===== src/rtl/alu_pkg.sv =====
// rtl/alu_pkg.sv - shared ALU width default and alu_control codes for decode and execute
package alu_pkg;

  localparam int XLEN_DEFAULT = 32;

  typedef enum logic [2:0] {
    ALU_ADD  = 3'b000,
    ALU_SUB  = 3'b001,
    ALU_AND  = 3'b010,
    ALU_OR   = 3'b011,
    ALU_RSVD = 3'b100,
    ALU_SLT  = 3'b101,
    ALU_SLL  = 3'b110,
    ALU_SRL  = 3'b111
  } alu_op_e;

endpackage


===== src/rtl/alu_core.sv =====
// rtl/alu_core.sv - combinational ALU: result and zero flag from two operands
module alu_core
  import alu_pkg::*;
#(
  parameter int XLEN    = XLEN_DEFAULT,
  parameter int SHAMT_W = $clog2(XLEN)
) (
  input  logic [XLEN-1:0] a,
  input  logic [XLEN-1:0] b,
  input  logic [2:0]      alu_control,
  output logic [XLEN-1:0] result,
  output logic            zero
);

  logic [SHAMT_W-1:0] shamt;
  logic               a_lt_b;

  assign shamt  = b[SHAMT_W-1:0];
  assign a_lt_b = $signed(a) < $signed(b);

  always_comb begin
    result = '0;
    case (alu_op_e'(alu_control))
      ALU_ADD: result = a + b;
      ALU_SUB: result = a - b;
      ALU_AND: result = a & b;
      ALU_OR:  result = a | b;
      ALU_SLT: result = {{(XLEN-1){1'b0}}, a_lt_b};
      ALU_SLL: result = a << shamt;
      ALU_SRL: result = a >> shamt;
      default: result = '0;
    endcase
  end

  assign zero = (result == '0);

endmodule


===== src/rtl/alu_execute_stage.sv =====
// rtl/alu_execute_stage.sv - execute-stage operand select, ALU, branch decision and EX/MEM register
module alu_execute_stage
  import alu_pkg::*;
#(
  parameter int XLEN    = XLEN_DEFAULT,
  parameter int SHAMT_W = $clog2(XLEN)
) (
  input  logic            clk,
  input  logic            rst_n,
  input  logic            id_valid,
  input  logic            stall,
  input  logic            flush,
  input  logic [2:0]      alu_control,
  input  logic            alu_src,
  input  logic            branch,
  input  logic            reg_write,
  input  logic            mem_write,
  input  logic [4:0]      rd,
  input  logic [XLEN-1:0] rs1_data,
  input  logic [XLEN-1:0] rs2_data,
  input  logic [XLEN-1:0] imm_ext,
  input  logic [XLEN-1:0] pc,
  output logic            ex_valid,
  output logic [XLEN-1:0] alu_result,
  output logic            zero,
  output logic [XLEN-1:0] store_data,
  output logic [4:0]      rd_out,
  output logic            reg_write_out,
  output logic            mem_write_out,
  output logic            branch_taken,
  output logic [XLEN-1:0] branch_target
);

  logic [XLEN-1:0] op_b;
  logic [XLEN-1:0] alu_res;
  logic            alu_zero;

  assign op_b = alu_src ? imm_ext : rs2_data;

  alu_core #(
    .XLEN    (XLEN),
    .SHAMT_W (SHAMT_W)
  ) u_alu_core (
    .a           (rs1_data),
    .b           (op_b),
    .alu_control (alu_control),
    .result      (alu_res),
    .zero        (alu_zero)
  );

  logic            ex_valid_q, ex_valid_d;
  logic [XLEN-1:0] alu_result_q, alu_result_d;
  logic            zero_q, zero_d;
  logic [XLEN-1:0] store_data_q, store_data_d;
  logic [4:0]      rd_q, rd_d;
  logic            reg_write_q, reg_write_d;
  logic            mem_write_q, mem_write_d;
  logic            branch_taken_q, branch_taken_d;
  logic [XLEN-1:0] branch_target_q, branch_target_d;

  // Flush loads like a normal cycle but forces a bubble, so it overrides stall.
  always_comb begin
    ex_valid_d      = ex_valid_q;
    alu_result_d    = alu_result_q;
    zero_d          = zero_q;
    store_data_d    = store_data_q;
    rd_d            = rd_q;
    reg_write_d     = reg_write_q;
    mem_write_d     = mem_write_q;
    branch_taken_d  = branch_taken_q;
    branch_target_d = branch_target_q;
    if (flush || !stall) begin
      ex_valid_d      = id_valid & ~flush;
      alu_result_d    = alu_res;
      zero_d          = alu_zero;
      store_data_d    = rs2_data;
      rd_d            = rd;
      reg_write_d     = id_valid & reg_write & ~flush;
      mem_write_d     = id_valid & mem_write & ~flush;
      branch_taken_d  = id_valid & branch & alu_zero & ~flush;
      branch_target_d = pc + imm_ext;
    end
  end

  always_ff @(posedge clk) begin
    if (!rst_n) begin
      ex_valid_q      <= 1'b0;
      alu_result_q    <= '0;
      zero_q          <= 1'b0;
      store_data_q    <= '0;
      rd_q            <= '0;
      reg_write_q     <= 1'b0;
      mem_write_q     <= 1'b0;
      branch_taken_q  <= 1'b0;
      branch_target_q <= '0;
    end else begin
      ex_valid_q      <= ex_valid_d;
      alu_result_q    <= alu_result_d;
      zero_q          <= zero_d;
      store_data_q    <= store_data_d;
      rd_q            <= rd_d;
      reg_write_q     <= reg_write_d;
      mem_write_q     <= mem_write_d;
      branch_taken_q  <= branch_taken_d;
      branch_target_q <= branch_target_d;
    end
  end

  assign ex_valid      = ex_valid_q;
  assign alu_result    = alu_result_q;
  assign zero          = zero_q;
  assign store_data    = store_data_q;
  assign rd_out        = rd_q;
  assign reg_write_out = reg_write_q;
  assign mem_write_out = mem_write_q;
  assign branch_taken  = branch_taken_q;
  assign branch_target = branch_target_q;

endmodule


===== config.mk =====
export PLATFORM = sky130hd
export DESIGN_NAME = alu_execute_stage
export DESIGN_NICKNAME = d
export VERILOG_FILES = /design/src/rtl/alu_pkg.sv /design/src/rtl/alu_core.sv /design/src/rtl/alu_execute_stage.sv
export SDC_FILE = /design/constraint.sdc
export NUM_CORES = 1
export LEC_CHECK = 0
export ABC_AREA = 1
export BUFFER_PORTS_ARGS = -buffer_cell sky130_fd_sc_hd__buf_4
export CAP_MARGIN = 20
export CORE_MARGIN = 1.5
export CORE_UTILIZATION = 24
export CTS_CLUSTER_DIAMETER = 30
export DETAILED_ROUTE_END_ITERATION = 12
export PLACE_DENSITY_LB_ADDON = 0.08
export REMOVE_ABC_BUFFERS = 1
export SLEW_MARGIN = 20
export SYNTH_ARGS = -nofsm -noshare
export SYNTH_HDL_FRONTEND = slang
export SYNTH_SLANG_ARGS = --single-unit

===== constraint.sdc =====
create_clock -name clk -period 5 [get_ports clk]
set_clock_uncertainty 0.05 [all_clocks]
set_input_delay 0.25 -clock clk [delete_from_list [all_inputs] [get_ports clk]]
set_output_delay 0.25 -clock clk [all_outputs]
set_load 0.005 [all_outputs]

=== Word-level counts from Yosys, hierarchy flattened ===
Index checks and enable logic that the tools add are counted.

* Register bits after elaboration: 106
* Bits of input ports: 145
* Output and inout bits: 106
* Word-level logic and storage cells: 38

* Add/subtract/negate cells: 3
* $lt $le $gt $ge: 1
* Eq/ne operators: 6
* Shift-type cells: 2
* Multiplexer cells: 2
* Bitwise gates (word level): 11
* Reductions and logical operators: 4

{| class="wikitable"
|+ Operators by type and width
! operator !! count
|-
| $pmux W32 S7 || 1
|-
| $add A32 B32 Y32 || 2
|-
| $and A32 B32 Y32 || 1
|-
| $logic_not A32 Y1 || 1
|-
| $lt A32 B32 Y1 || 1
|-
| $mux W32 || 1
|-
| $or A32 B32 Y32 || 1
|-
| $shl A32 B5 Y32 || 1
|-
| $shr A32 B5 Y32 || 1
|-
| $sub A32 B32 Y32 || 1
|-
| $eq A3 B3 Y1 const B || 3
|-
| $and A1 B1 Y1 || 8
|-
| $eq A3 B2 Y1 const B || 2
|-
| $eq A3 B1 Y1 const B || 1
|-
| $logic_not A3 Y1 || 1
|-
| $logic_not A1 Y1 || 1
|-
| $logic_or A1 B1 Y1 || 1
|-
| $not A1 Y1 || 1
|}

=== Depth between registers and ports, before layout ===
Gate-level depths: netlist (run 1).

* Depth after elaboration: 6
* Mapped depth: 27
* Depth with buffers taken out: 24

=== Cells and area by module ===
Synthesis (run 1) repeated with hierarchy kept, for this count alone.

* Cells, all modules: 3090
* Area, all modules: 16564.6 um^2

{| class="wikitable"
|+ Modules (own cells, without submodules)
! module !! times used !! cells each !! area an instance (um^2) !! sequential area each (um^2)
|-
| alu_core || 1 || 2042 || 10025.9 || 0.0
|-
| alu_execute_stage || 1 || 1048 || 6538.8 || 2122.0
|}

=== Worst setup path before layout (run 1) ===
OpenSTA, ideal clock, no wires.

* Path kind: input-to-reg
* From: in alu_src
* To: reg branch_taken_q, in the netlist branch_taken
* Setup time: 0.070 ns
* Arrival time: 2.957 ns
* Setup slack: 1.923 ns
* Cell stages on the path: 23
* Buffers on the path: 4
* Path through: buf_6 -> inv_6 -> buf_6 -> clkbuf_1 -> or2_2 -> o21ai_0 -> ha_1 -> buf_2 -> nor2_1 -> inv_1 -> nor2_1 -> nand2_1 -> nor3_1 -> nand2_1 -> a21oi_1 -> nor2_1 -> nor2_1 -> nand2_1 -> nor2_1 -> nand2_1 -> nor2_1 -> nand4_1 -> a21oi_1

* Word-level cells in the longest chain between the ends: 6
* Elaborated cells on any way between the ends: 12
* Those cells by class: add/sub (2); order compare (1); shift (2); mux (2); bitwise (4); reduce/logical (1)

{| class="wikitable"
|+ Ends and longest elaborated chain
! what !! line !! RTL
|-
| start, declared || alu_execute_stage.sv:14 || <nowiki>input logic alu_src,</nowiki>
|-
| $mux W32 (*) || alu_execute_stage.sv:38 || <nowiki>assign op_b = alu_src ? imm_ext : rs2_data;</nowiki>
|-
| $sub A32 B32 Y32, or another cell as far along || alu_core.sv:25 || <nowiki>ALU_SUB: result = a - b;</nowiki>
|-
| $pmux W32 S7 (*) || alu_core.sv:23 || <nowiki>case (alu_op_e'(alu_control))</nowiki>
|-
| $logic_not A32 Y1 (*) || alu_core.sv:35 || <nowiki>assign zero = (result == '0);</nowiki>
|-
| $and A1 B1 Y1 (*) (2 in a row) || alu_execute_stage.sv:80 || <nowiki>branch_taken_d = id_valid & branch & alu_zero & ~flush;</nowiki>
|-
| end signal, assigned || alu_execute_stage.sv:104 || <nowiki>branch_taken_q <= branch_taken_d;</nowiki>
|-
| end, declared || alu_execute_stage.sv:58 || <nowiki>logic branch_taken_q, branch_taken_d;</nowiki>
|}

Every way passes the cells marked *; elsewhere a longest branch is shown, timed or not.
A chain may end at the register's enable or synchronous reset.

=== Worst setup path in the final report (run 1) ===
Same ends and word-level chain as after synthesis.

==> results.py, run 1 <==
metrics = {
    "finish": {
        "layout.cells.most_common_list": "nand2_1 (694), nand3_1 (499), inv_1 (398)",
        "num_antenna_cells": 0,
        "layout.cells.non_filler": 3918,
        "layout_commonest_cell": "nand2_1",
        "synthToLayoutAreaGrowth_pct": 18.14,
        "layout-drive-gt1-share": 0.1159,
        "final_net_count": 3345,
    },
    "detailed_routing": {
        "finalWirelength_mm": 87.35,
        "first_pass_iters": 6,
        "post_drt_wl_per_cell_microns": 22.29,
        "avgViaCountPerCell": 4.991,
        "ant_nets": 0,
        "drc": 0,
        "vias": 19550,
        "drt-initial-drc-count": 1606,
    },
    "setup_path": {
        "rr_startpoint": "alu_result[23]",
        "worst_ep_arrival_time_ns": 4.44,
        "worstSetupPathType": "in -> reg",
        "r2r-end": "alu_result[23]",
        "critPathRequiredTime_ns": 5.28,
        "critPathMaxFanout": 34,
        "reg2reg_depth": 2,
        "r2r_setup_slack_ns": 3.97,
        "startpoint_type": "input pin",
        "end_kind": "flop",
    },
    "sta": {
        "max_slew_margin": 0.3047,
        "layout_setup_ws_ns": 0.8485,
        "finalHoldViolations": 0,
        "setup_viol": 0,
        "fin_crit_sh": 0.8303,
        "worst_pin_slew_ns": 1.043,
        "fmax_mhz": 240.9,
        "hold_ws_ns": 0.05033,
        "drv_slew": 0,
        "rsz0062_at_grt": "no",
        "min_period_ns": 4.152,
    },
    "synth": {
        "yosysSeqAreaShare": 0.1331,
        "yosysWarningCount": 0,
        "yosysTopAreaCell": "nand2_1",
        "ys_types": 49,
        "synth_top_area_share": 0.1637,
        "syn_avg_cell_area_sq_um": 5.529,
        "synth_seq_cells": 106,
        "netlist_area_sq_um": 15940,
        "ys_top_cells_by_area": "nand2_1 (16%), nand3_1 (16%), dfxtp_1 (13%)",
        "syn_inst": 2883,
    },
    "clocking": {
        "ctsHoldBuffers": 0,
        "clockRootBuffer": "clkbuf_16",
        "postCtsSetupBuffers": 0,
        "clock_latency_ns": 0.40,
        "cts_tree": "built",
        "htree_levels": 3,
        "ctsResizeCount": 0,
        "path_clk_slew_ns": 0.08,
        "cts_buffer_depth": 2,
        "numCtsBuffers": 9,
        "clock_sinks": 106,
    },
    "floorplanning": {
        "rows": 94,
        "dieHeight_microns": 260.7,
        "core-area_sq_um": 65750,
        "die_w_microns": 260.7,
        "start_util": 0.2424,
        "dieArea_sq_um": 67970,
        "io_pins": 251,
    },
    "place": {
        "port_buffers": 250,
        "gp_congestion": 0.9763,
        "dpl.hpwl_mm": 72.61,
        "pre_cts_ws_ns": 0.4446,
        "placed_cells_incl_taps": 3902,
    },
    "global_routing": {
        "grt_pass1_vias": 19160,
        "grt_max_degree": 85,
        "grt_pass1_wl_mm": 128.6,
        "antenna_found_initial": 2,
        "grt_remaining_overflow": 0,
        "track_usage": 0.2554,
    },
    "hold_path": {
        "hp-start": "rd[4]",
        "hp-class": "in -> reg",
        "hold_path_end": "rd_out[4]",
        "hold_depth": 3,
    },
    "power_and_ir_drop": {
        "max-vdd-ir-drop_v": 0.0001602,
        "power_density_nw_per_um2": 212.4,
        "p_leak_uw": 0.01015,
    },
    "status": {
        "outcome": "complete, no violations",
    },
    "job": {
        "max_cap_violations": 0,
    },
}
==> through the flow <==
stage                 util  area [sq um]  total power [uW]  setup TNS (ns)
detailed placement  0.2817         18520              3199               0
global route        0.2864         18830              4303               0
finish              0.2864         18830              3999               0
floorplan                -         15310              2241          -51.90
global placement    0.2817         18520              3212               0
CTS                 0.2864         18830              4027               0
==> power breakdown <==
group	leakage, uW	switching (uW)	internal [uW]
Clock	0.000149	388	408
Sequential	0.000881	42.9	925
Combinational	0.00912	1530	708
Total	0.0101	1960	2040
==> worst max-delay path by stage <==
stage	end	from	slack, ns
after floorplan	alu_result[12]	stall	-0.61
after global placement	branch_taken	alu_src	0.38
after detailed placement	branch_taken	alu_src	0.44
after CTS	branch_taken	alu_src	0.88
after global routing	branch_taken	alu_src	0.49
final	branch_taken	alu_src	0.85
==> cell usage after synthesis, drive strengths merged <==
master   count
nand2      703
nand3      510
inv        404
nor2       336
o21ai      186
a21oi      154
ha         148
dfxtp      106
buf         67
clkbuf      56
o21bai      47
nand4       41
or2         30
nor3        18
o211ai      13
xor2        13
a31oi       10
xnor2        8
o22ai        7
a21o         4
a221oi       3
and2         3
fa           3
o21a         3
a21boi       2
nor3b        2
a211oi       1
clkinv       1
nor4         1
o221a        1
o221ai       1
o2bb2ai      1
==> layer usage <==
metal  wire (microns)  GRT usage  up-vias
met5               13          0        -
met1            40360     0.3459     9115
met4             3037    0.08831        2
li1                 -          -     9668
met2            39350     0.4134      667
met3             4586    0.03351      101
==> cell type report <==
| cell class | count | area (sq um) |
|---|---|---|
| clock inverters | 6 | 72.57 |
| fillers | 7581 | 46920 |
| multi-input cells | 2249 | 11670 |
| well taps | 864 | 1081 |
| repair buffers | 278 | 2112 |
| clock buffers | 10 | 239.0 |
| inverters | 405 | 1530 |
| flip-flops and latches | 106 | 2122 |
==> state kept, by name, summed over array words and instances (netlist names) <==
name,count
reg_write_out,1
alu_result,32
ex_valid,1
branch_target,32
store_data,32
mem_write_out,1
rd_out,5
zero,1
branch_taken,1
==> kinds of logic (layout without fill, tap and decap cells) <==
kind of cell,Yosys count,in the layout,share of synthesized area
buffers and inverters,528,699,0.1356
xor gates and xnor gates,21,21,0.01154
DFF,106,106,0.1331
and+or+nand+nor,1644,1644,0.4497
adders and majority gates,151,151,0.1199
AOI/OAI and AO/OA,433,433,0.1501
==> worst max-delay path, stage by stage <==
cell and delay, ns:
buf_4 0.38, inv_6 0.21, or2_2 0.34, o21ai_0 0.27
ha_1 0.49, nor2_1 0.30, nand2_1 0.15, nor2_1 0.11
nand2_1 0.11, nand3_1 0.24, nand2_1 0.08, nand2_1 0.12
nand2_1 0.06, nand2_1 0.06, nor2_1 0.05, nor2_1 0.11
nand2_1 0.22, nor2_1 0.19, nand2_1 0.08, nor2_1 0.31
nand4_1 0.15, a21oi_1 0.14
Power figures use the tool's default switching activity.
==> run 2: changes to the inputs <==
--- a/config.mk
+++ b/config.mk
@@ -5,7 +5,7 @@
 export SDC_FILE = /design/constraint.sdc
 export NUM_CORES = 1
 export LEC_CHECK = 0
-export ABC_AREA = 1
+export ABC_AREA = 0
 export BUFFER_PORTS_ARGS = -buffer_cell sky130_fd_sc_hd__buf_4
 export CAP_MARGIN = 20
 export CORE_MARGIN = 1.5
==> constraint.sdc (replaced) <==
create_clock -name clk -period 3.95 [get_ports clk]
set_clock_uncertainty 0.05 [all_clocks]
set_input_delay 0.1975 -clock clk [delete_from_list [all_inputs] [get_ports clk]]
set_output_delay 0.1975 -clock clk [all_outputs]
set_load 0.005 [all_outputs]
==> run 2 against run 1 <==
Against the previous run: global-route usage rose by 0.076 points; flip-flop and latch count did not move; synthesized cell count fell by 33%; count of clock-buffer cells in the layout rose by 1; combinational power rose by 51%; highest routed layer is now met4.
==> results.py, run 2 <==
metrics = {
    "status": {
        "outcome": "complete, no violations",
    },
    "sta": {
        "worst_pin_slew_ns": 0.9900,
        "rsz0062_at_grt": "yes",
        "max_slew_margin": 0.3230,
        "fin_crit_sh": 0.9757,
        "min_period_ns": 3.854,
        "fmax_mhz": 259.5,
        "finalHoldViolations": 0,
        "hold_ws_ns": 0.02486,
        "setup_viol": 0,
        "drv_slew": 0,
    },
    "setup_path": {
        "end_kind": "flop",
        "cp_top_family": "simple AND/OR/NAND/NOR gates",
        "worst-path-buf-inv": 4,
        "worstSetupPathType": "in -> reg",
        "startpoint_type": "input pin",
        "crit_chain": "buf_12 > mux2i_4 > inv_4 > buf_6 > buf_12 > mux4_2 > mux2i_2 > o22ai_1 > a41o_1 > nor4_2 > o2111ai_1 > or4_1 > nor3_2 > and4_4 > nand3_2 > o21ai_1",
        "worst_ep_arrival_time_ns": 4.14,
        "crit_top_cell": "buf_12",
        "slowest_delay_ns": 0.55,
        "critPathRequiredTime_ns": 4.23,
        "critPathMaxFanout": 26,
        "cp_slowest_cell": "mux4_2",
    },
    "clocking": {
        "clock_sinks": 106,
        "numCtsBuffers": 9,
        "clock_latency_ns": 0.40,
        "path_clk_slew_ns": 0.08,
        "cts_tree": "built",
        "cts_buffer_depth": 2,
        "htree_levels": 3,
        "clockRootBuffer": "clkbuf_16",
    },
    "power_and_ir_drop": {
        "p_int_uw": 3248,
        "clkPwrFrac": 0.178,
        "max-vdd-ir-drop_v": 0.0002428,
        "p_sw_frac": 0.4212,
        "combPwrFrac": 0.605,
        "p_seq_frac": 0.217,
        "p_switching_uw": 2364,
        "power_density_nw_per_um2": 263.6,
        "p_leak_uw": 0.009896,
    },
    "synth": {
        "ys.flop_type": "dfxtp_1",
        "yosysMostFrequentCell": "nand2_1",
        "ys_types": 85,
        "yosysSeqAreaShare": 0.1495,
        "syn_inst": 1934,
        "synthTopCellsByCount": "nand2_1 (275), a21oi_1 (202), nor2_1 (170), ha_1 (148), dfxtp_1 (106)",
        "synth_seq_cells": 106,
        "ys_top_cells_by_area": "dfxtp_1 (15%), ha_1 (13%), nand2_1 (7.3%)",
        "yosysTopAreaCell": "dfxtp_1",
        "yosysWarningCount": 0,
        "synth_async_sr_flop_share": 0,
        "synth_top_area_share": 0.1495,
        "synth_edf_count": 0,
        "syn_avg_cell_area_sq_um": 7.341,
        "netlist_area_sq_um": 14200,
    },
    "detailed_routing": {
        "first_pass_iters": 5,
        "avgViaCountPerCell": 5.170,
        "ant_nets": 0,
        "finalWirelength_mm": 78.56,
        "drt-initial-drc-count": 1199,
        "vias": 17390,
        "post_drt_wl_per_cell_microns": 23.36,
        "drc": 0,
    },
    "place": {
        "placed_cells_incl_taps": 3310,
        "dpl.hpwl_mm": 64.26,
        "port_buffers": 250,
        "gp_congestion": 0.9948,
    },
    "finish": {
        "synthToLayoutAreaGrowth_pct": 49.94,
        "final_net_count": 2890,
        "layout_commonest_cell": "buf_4",
        "layout.cells.non_filler": 3363,
        "num_antenna_cells": 0,
        "layout.cells.most_common_list": "buf_4 (727), nand2_1 (274), a21oi_1 (195)",
        "fin_util": 0.3662,
        "layout-drive-gt1-share": 0.3387,
    },
    "job": {
        "max_cap_violations": 0,
    },
    "hold_path": {
        "hp-class": "in -> reg",
    },
    "global_routing": {
        "track_usage": 0.2561,
        "grt_pass1_wl_mm": 115.4,
        "antenna_found_initial": 0,
        "grt_max_degree": 66,
        "grt_pass1_vias": 17280,
        "grt_remaining_overflow": 0,
    },
    "floorplanning": {
        "dieArea_sq_um": 60620,
        "start_util": 0.2442,
        "io_pins": 251,
        "core-area_sq_um": 58140,
        "die_w_microns": 246.2,
        "rows": 88,
        "dieHeight_microns": 246.2,
    },
}
## run 2: metal layers
| metal | global-route usage | share of wire |
|---|---|---|
| met5 | 0 | 0 |
| met4 | 0.06117 | 0.024 |
| met3 | 0.02952 | 0.042 |
| met2 | 0.4364 | 0.48 |
| met1 | 0.3419 | 0.45 |
## run 2: layout make-up
type / instances / area, sq um
Sequential cell: 106 / 2122
Multi-Input combinational cell: 1604 / 11560
Clock inverter: 4 / 53.80
Clock buffer: 11 / 232.7
Fill cell: 6284 / 36850
Inverter: 103 / 391.6
Tap cell: 765 / 957.2
Timing Repair Buffer: 770 / 5972
## run 2: final timing paths
check        slack (ns)  cells after the start              to            from
max                 0.1                     16            zero         alu_src
min                0.02                      3  store_data[17]    rs2_data[17]
max reg2reg        3.04                      2  alu_result[20]  alu_result[20]
min reg2reg        0.40                      2  store_data[20]  store_data[20]
## run 2: cell families after synthesis
family,share of synthesized area
and+or+nand+nor,0.2097
muxes,0.1474
DFF,0.1495
buffers and inverters,0.06196
xor gates and xnor gates,0.03023
AOI/OAI and AO/OA,0.2665
adders and majority gates,0.1347
## run 2: repair_timing
item	in CTS	in global routing
resized for setup	31	64
buffers inserted	0	6
pin swaps	3	23
hold endpoints to repair	32	0
hold buffers	32	0
endpoints found under the setup margin	4	4
cloned	0	0
## run 2: power groups by stage
stage / Combinational [uW] / Sequential [uW] / Clock, uW
detailed placement: 3240 / 1240 / 0
CTS: 3310 / 1220 / 1060
global placement: 3260 / 1240 / 0
finish: 3390 / 1220 / 1000
floorplan: 1470 / 1250 / 0
global route: 3650 / 1230 / 1080
## run 2: metrics by stage
step	total power (uW)	TNS, ns	area, sq um	setup slack [ns]
3_5_place_dp	4487	-5.170	20260	-0.8698
3_3_place_gp	4497	-4.268	20260	-0.8102
6_report	5612	0	21290	0.09591
5_1_grt	5962	-0.1167	21290	-0.06253
2_1_floorplan	2714	-86.45	13710	-3.570
4_1_cts	5583	0	20990	0.009799
## run 2: tightest hold or removal path: stages
cell and delay (ns):
buf_4 0.12, nand2_1 0.05, a21oi_1 0.05
==> run 3: changes to the inputs <==
--- a/config.mk
+++ b/config.mk
@@ -5,9 +5,10 @@
 export SDC_FILE = /design/constraint.sdc
 export NUM_CORES = 1
 export LEC_CHECK = 0
-export ABC_AREA = 0
+export ABC_AREA = 1
 export BUFFER_PORTS_ARGS = -buffer_cell sky130_fd_sc_hd__buf_4
 export CAP_MARGIN = 20
+export CORE_ASPECT_RATIO = 1.2
 export CORE_MARGIN = 1.5
 export CORE_UTILIZATION = 24
 export CTS_CLUSTER_DIAMETER = 30
==> run 3 against run 2 <==
Against the previous run: final cell count up 21%; power down 5.0%; worst setup slack better by 0.23 ns; register-to-register slack worse by 0.27 ns; clock power about the same; sequential power about the same; global-route usage up 1.2 points; fmax up 6.2%; critical path type unchanged; critical endpoint is now branch_taken; largest cell class unchanged.
==> results.py, run 3 (synthesized netlist as in run 1, its figures left out) <==
metrics = {
    "sta": {
        "drv_slew": 0,
        "fin_crit_sh": 0.9186,
        "layout_setup_ws_ns": 0.3216,
        "finalHoldViolations": 0,
        "fmax_mhz": 275.6,
        "worst_pin_slew_ns": 1.035,
        "min_period_ns": 3.628,
        "max_slew_margin": 0.3090,
        "setup_viol": 0,
        "rsz0062_at_grt": "no",
        "hold_ws_ns": 0.02864,
    },
    "global_routing": {
        "antenna_found_initial": 3,
        "grt_util_met1": 0.3164,
        "track_usage": 0.2679,
        "grt_remaining_overflow": 0,
        "grt_max_degree": 85,
        "met2_usage": 0.4770,
        "busiest_layer": "met2",
        "grt.met3_usage": 0.03543,
        "grt_pass1_vias": 20190,
        "grt_pass1_wl_mm": 133.7,
    },
    "finish": {
        "fillers": 7650,
        "layout_commonest_cell": "nand2_1",
        "final_net_count": 3526,
        "layout.cells.most_common_list": "nand2_1 (695), nand3_1 (499), buf_4 (441)",
        "layout-drive-gt1-share": 0.1623,
        "multi_input_comb_area_sq_um": 11690,
        "register_area_sq_um": 2122,
        "fin_area_sq_um": 20220,
        "fin_util": 0.3076,
        "synthToLayoutAreaGrowth_pct": 26.83,
    },
    "hold_path": {
        "hp-class": "in -> reg",
    },
    "clocking": {
        "clockRootBuffer": "clkbuf_16",
        "clock_latency_ns": 0.39,
        "cts_tree": "built",
        "cts_buffer_depth": 2,
        "clock_sinks": 106,
        "numCtsBuffers": 9,
        "path_clk_slew_ns": 0.09,
        "htree_levels": 3,
    },
    "setup_path": {
        "end_kind": "flop",
        "critPathRequiredTime_ns": 4.22,
        "worstSetupPathType": "in -> reg",
        "worst_ep_arrival_time_ns": 3.90,
        "startpoint_type": "input pin",
        "critPathMaxFanout": 7,
    },
    "place": {
        "gp_congestion": 0.9883,
        "dpl.hpwl_mm": 78.80,
        "placed_cell_area_sq_um": 19730,
        "pre_cts_ws_ns": -0.3603,
        "port_buffers": 250,
    },
    "power_and_ir_drop": {
        "p_int_uw": 2741,
        "p_switching_uw": 2591,
        "p_leak_uw": 0.01101,
        "combPwrFrac": 0.588,
        "p_sw_frac": 0.4860,
        "p_seq_frac": 0.229,
        "max-vdd-ir-drop_v": 0.0002591,
        "power_density_nw_per_um2": 263.8,
        "clkPwrFrac": 0.183,
    },
    "detailed_routing": {
        "finalWirelength_mm": 92.56,
        "first_pass_iters": 5,
        "avgViaCountPerCell": 4.962,
        "drc": 0,
        "ant_nets": 0,
        "drt-initial-drc-count": 1503,
        "vias": 20230,
        "post_drt_wl_per_cell_microns": 22.70,
    },
    "floorplanning": {
        "start_util": 0.2425,
        "dieHeight_microns": 285.3,
        "dieArea_sq_um": 67970,
        "die_w_microns": 238.3,
        "core-area_sq_um": 65730,
        "rows": 103,
        "io_pins": 251,
    },
    "status": {
        "outcome": "complete, no violations",
    },
    "job": {
        "max_cap_violations": 0,
    },
}
==> run 3: routing by layer <==
layer | vias up | part of all wire | routed length, microns
met1 | 9413 | 0.41 | 37690
met2 | 670 | 0.49 | 45660
met3 | 98 | 0.049 | 4528
met5 | - | 0.00015 | 14
met4 | 2 | 0.050 | 4660
li1 | 10050 | - | -
==> run 3: layout make-up <==
type / count / share of cell area
Antenna cell: 2 / 0.0002476
Clock buffer: 9 / 0.01114
Clock inverter: 7 / 0.003590
Inverter: 405 / 0.07570
Multi-Input combinational cell: 2249 / 0.5782
Sequential cell: 106 / 0.1050
Tap cell: 840 / 0.05199
Timing Repair Buffer: 459 / 0.1742
==> run 3: path summary, 6_finish.rpt <==
| path | from | to | slack, ns | cells past startpoint |
|---|---|---|---|---|
| max | rs2_data[6] | branch_taken | 0.32 | 21 |
| min | rs2_data[1] | store_data[1] | 0.03 | 3 |
| max reg2reg | alu_result[2] | alu_result[2] | 2.77 | 2 |
| min reg2reg | ex_valid | ex_valid | 0.42 | 2 |
==> run 3: power groups by stage <==
stage | clock [uW] | combinational [uW] | sequential, uW
finish | 974 | 3140 | 1220
global route | 1050 | 3430 | 1240
CTS | 1020 | 3120 | 1220
detailed placement | 0 | 3100 | 1250
global placement | 0 | 3120 | 1250
floorplan | 0 | 1590 | 1250
==> run 3: critical path: stages <==
cell and delay, ns:
dlygate4sd3_1 0.56, buf_4 0.14, o21ai_0 0.18, buf_4 0.21, ha_2 0.34, nor2_1 0.29
nand2_1 0.20, nor2_1 0.12, nand2_1 0.07, nand3_1 0.13, nand2_1 0.07, nand3_1 0.06
nand4_1 0.27, nor2_1 0.17, buf_4 0.15, nand2_1 0.08, nor2_1 0.11, nand3_1 0.09
nor2_2 0.17, nand4_1 0.13, a21oi_1 0.14
==> run 3: stage by stage <==
| step | TNS, ns | cells | power, uW |
|---|---|---|---|
| after floorplan | -153.96 | 2760 | 2836 |
| after global placement | -0.6459 | 4042 | 4366 |
| after detailed placement | -0.7428 | 4042 | 4345 |
| after CTS | 0 | 4073 | 5367 |
| after global routing | 0 | 4075 | 5714 |
| final | 0 | 4077 | 5333 |
==> run 3: repair_timing <==
action                                  CTS  global route
endpoints found under the setup margin    0             2
resized for setup                         0            10
setup buffers                             0             2
hold buffers                             15             0
endpoints found under the hold margin    15             0
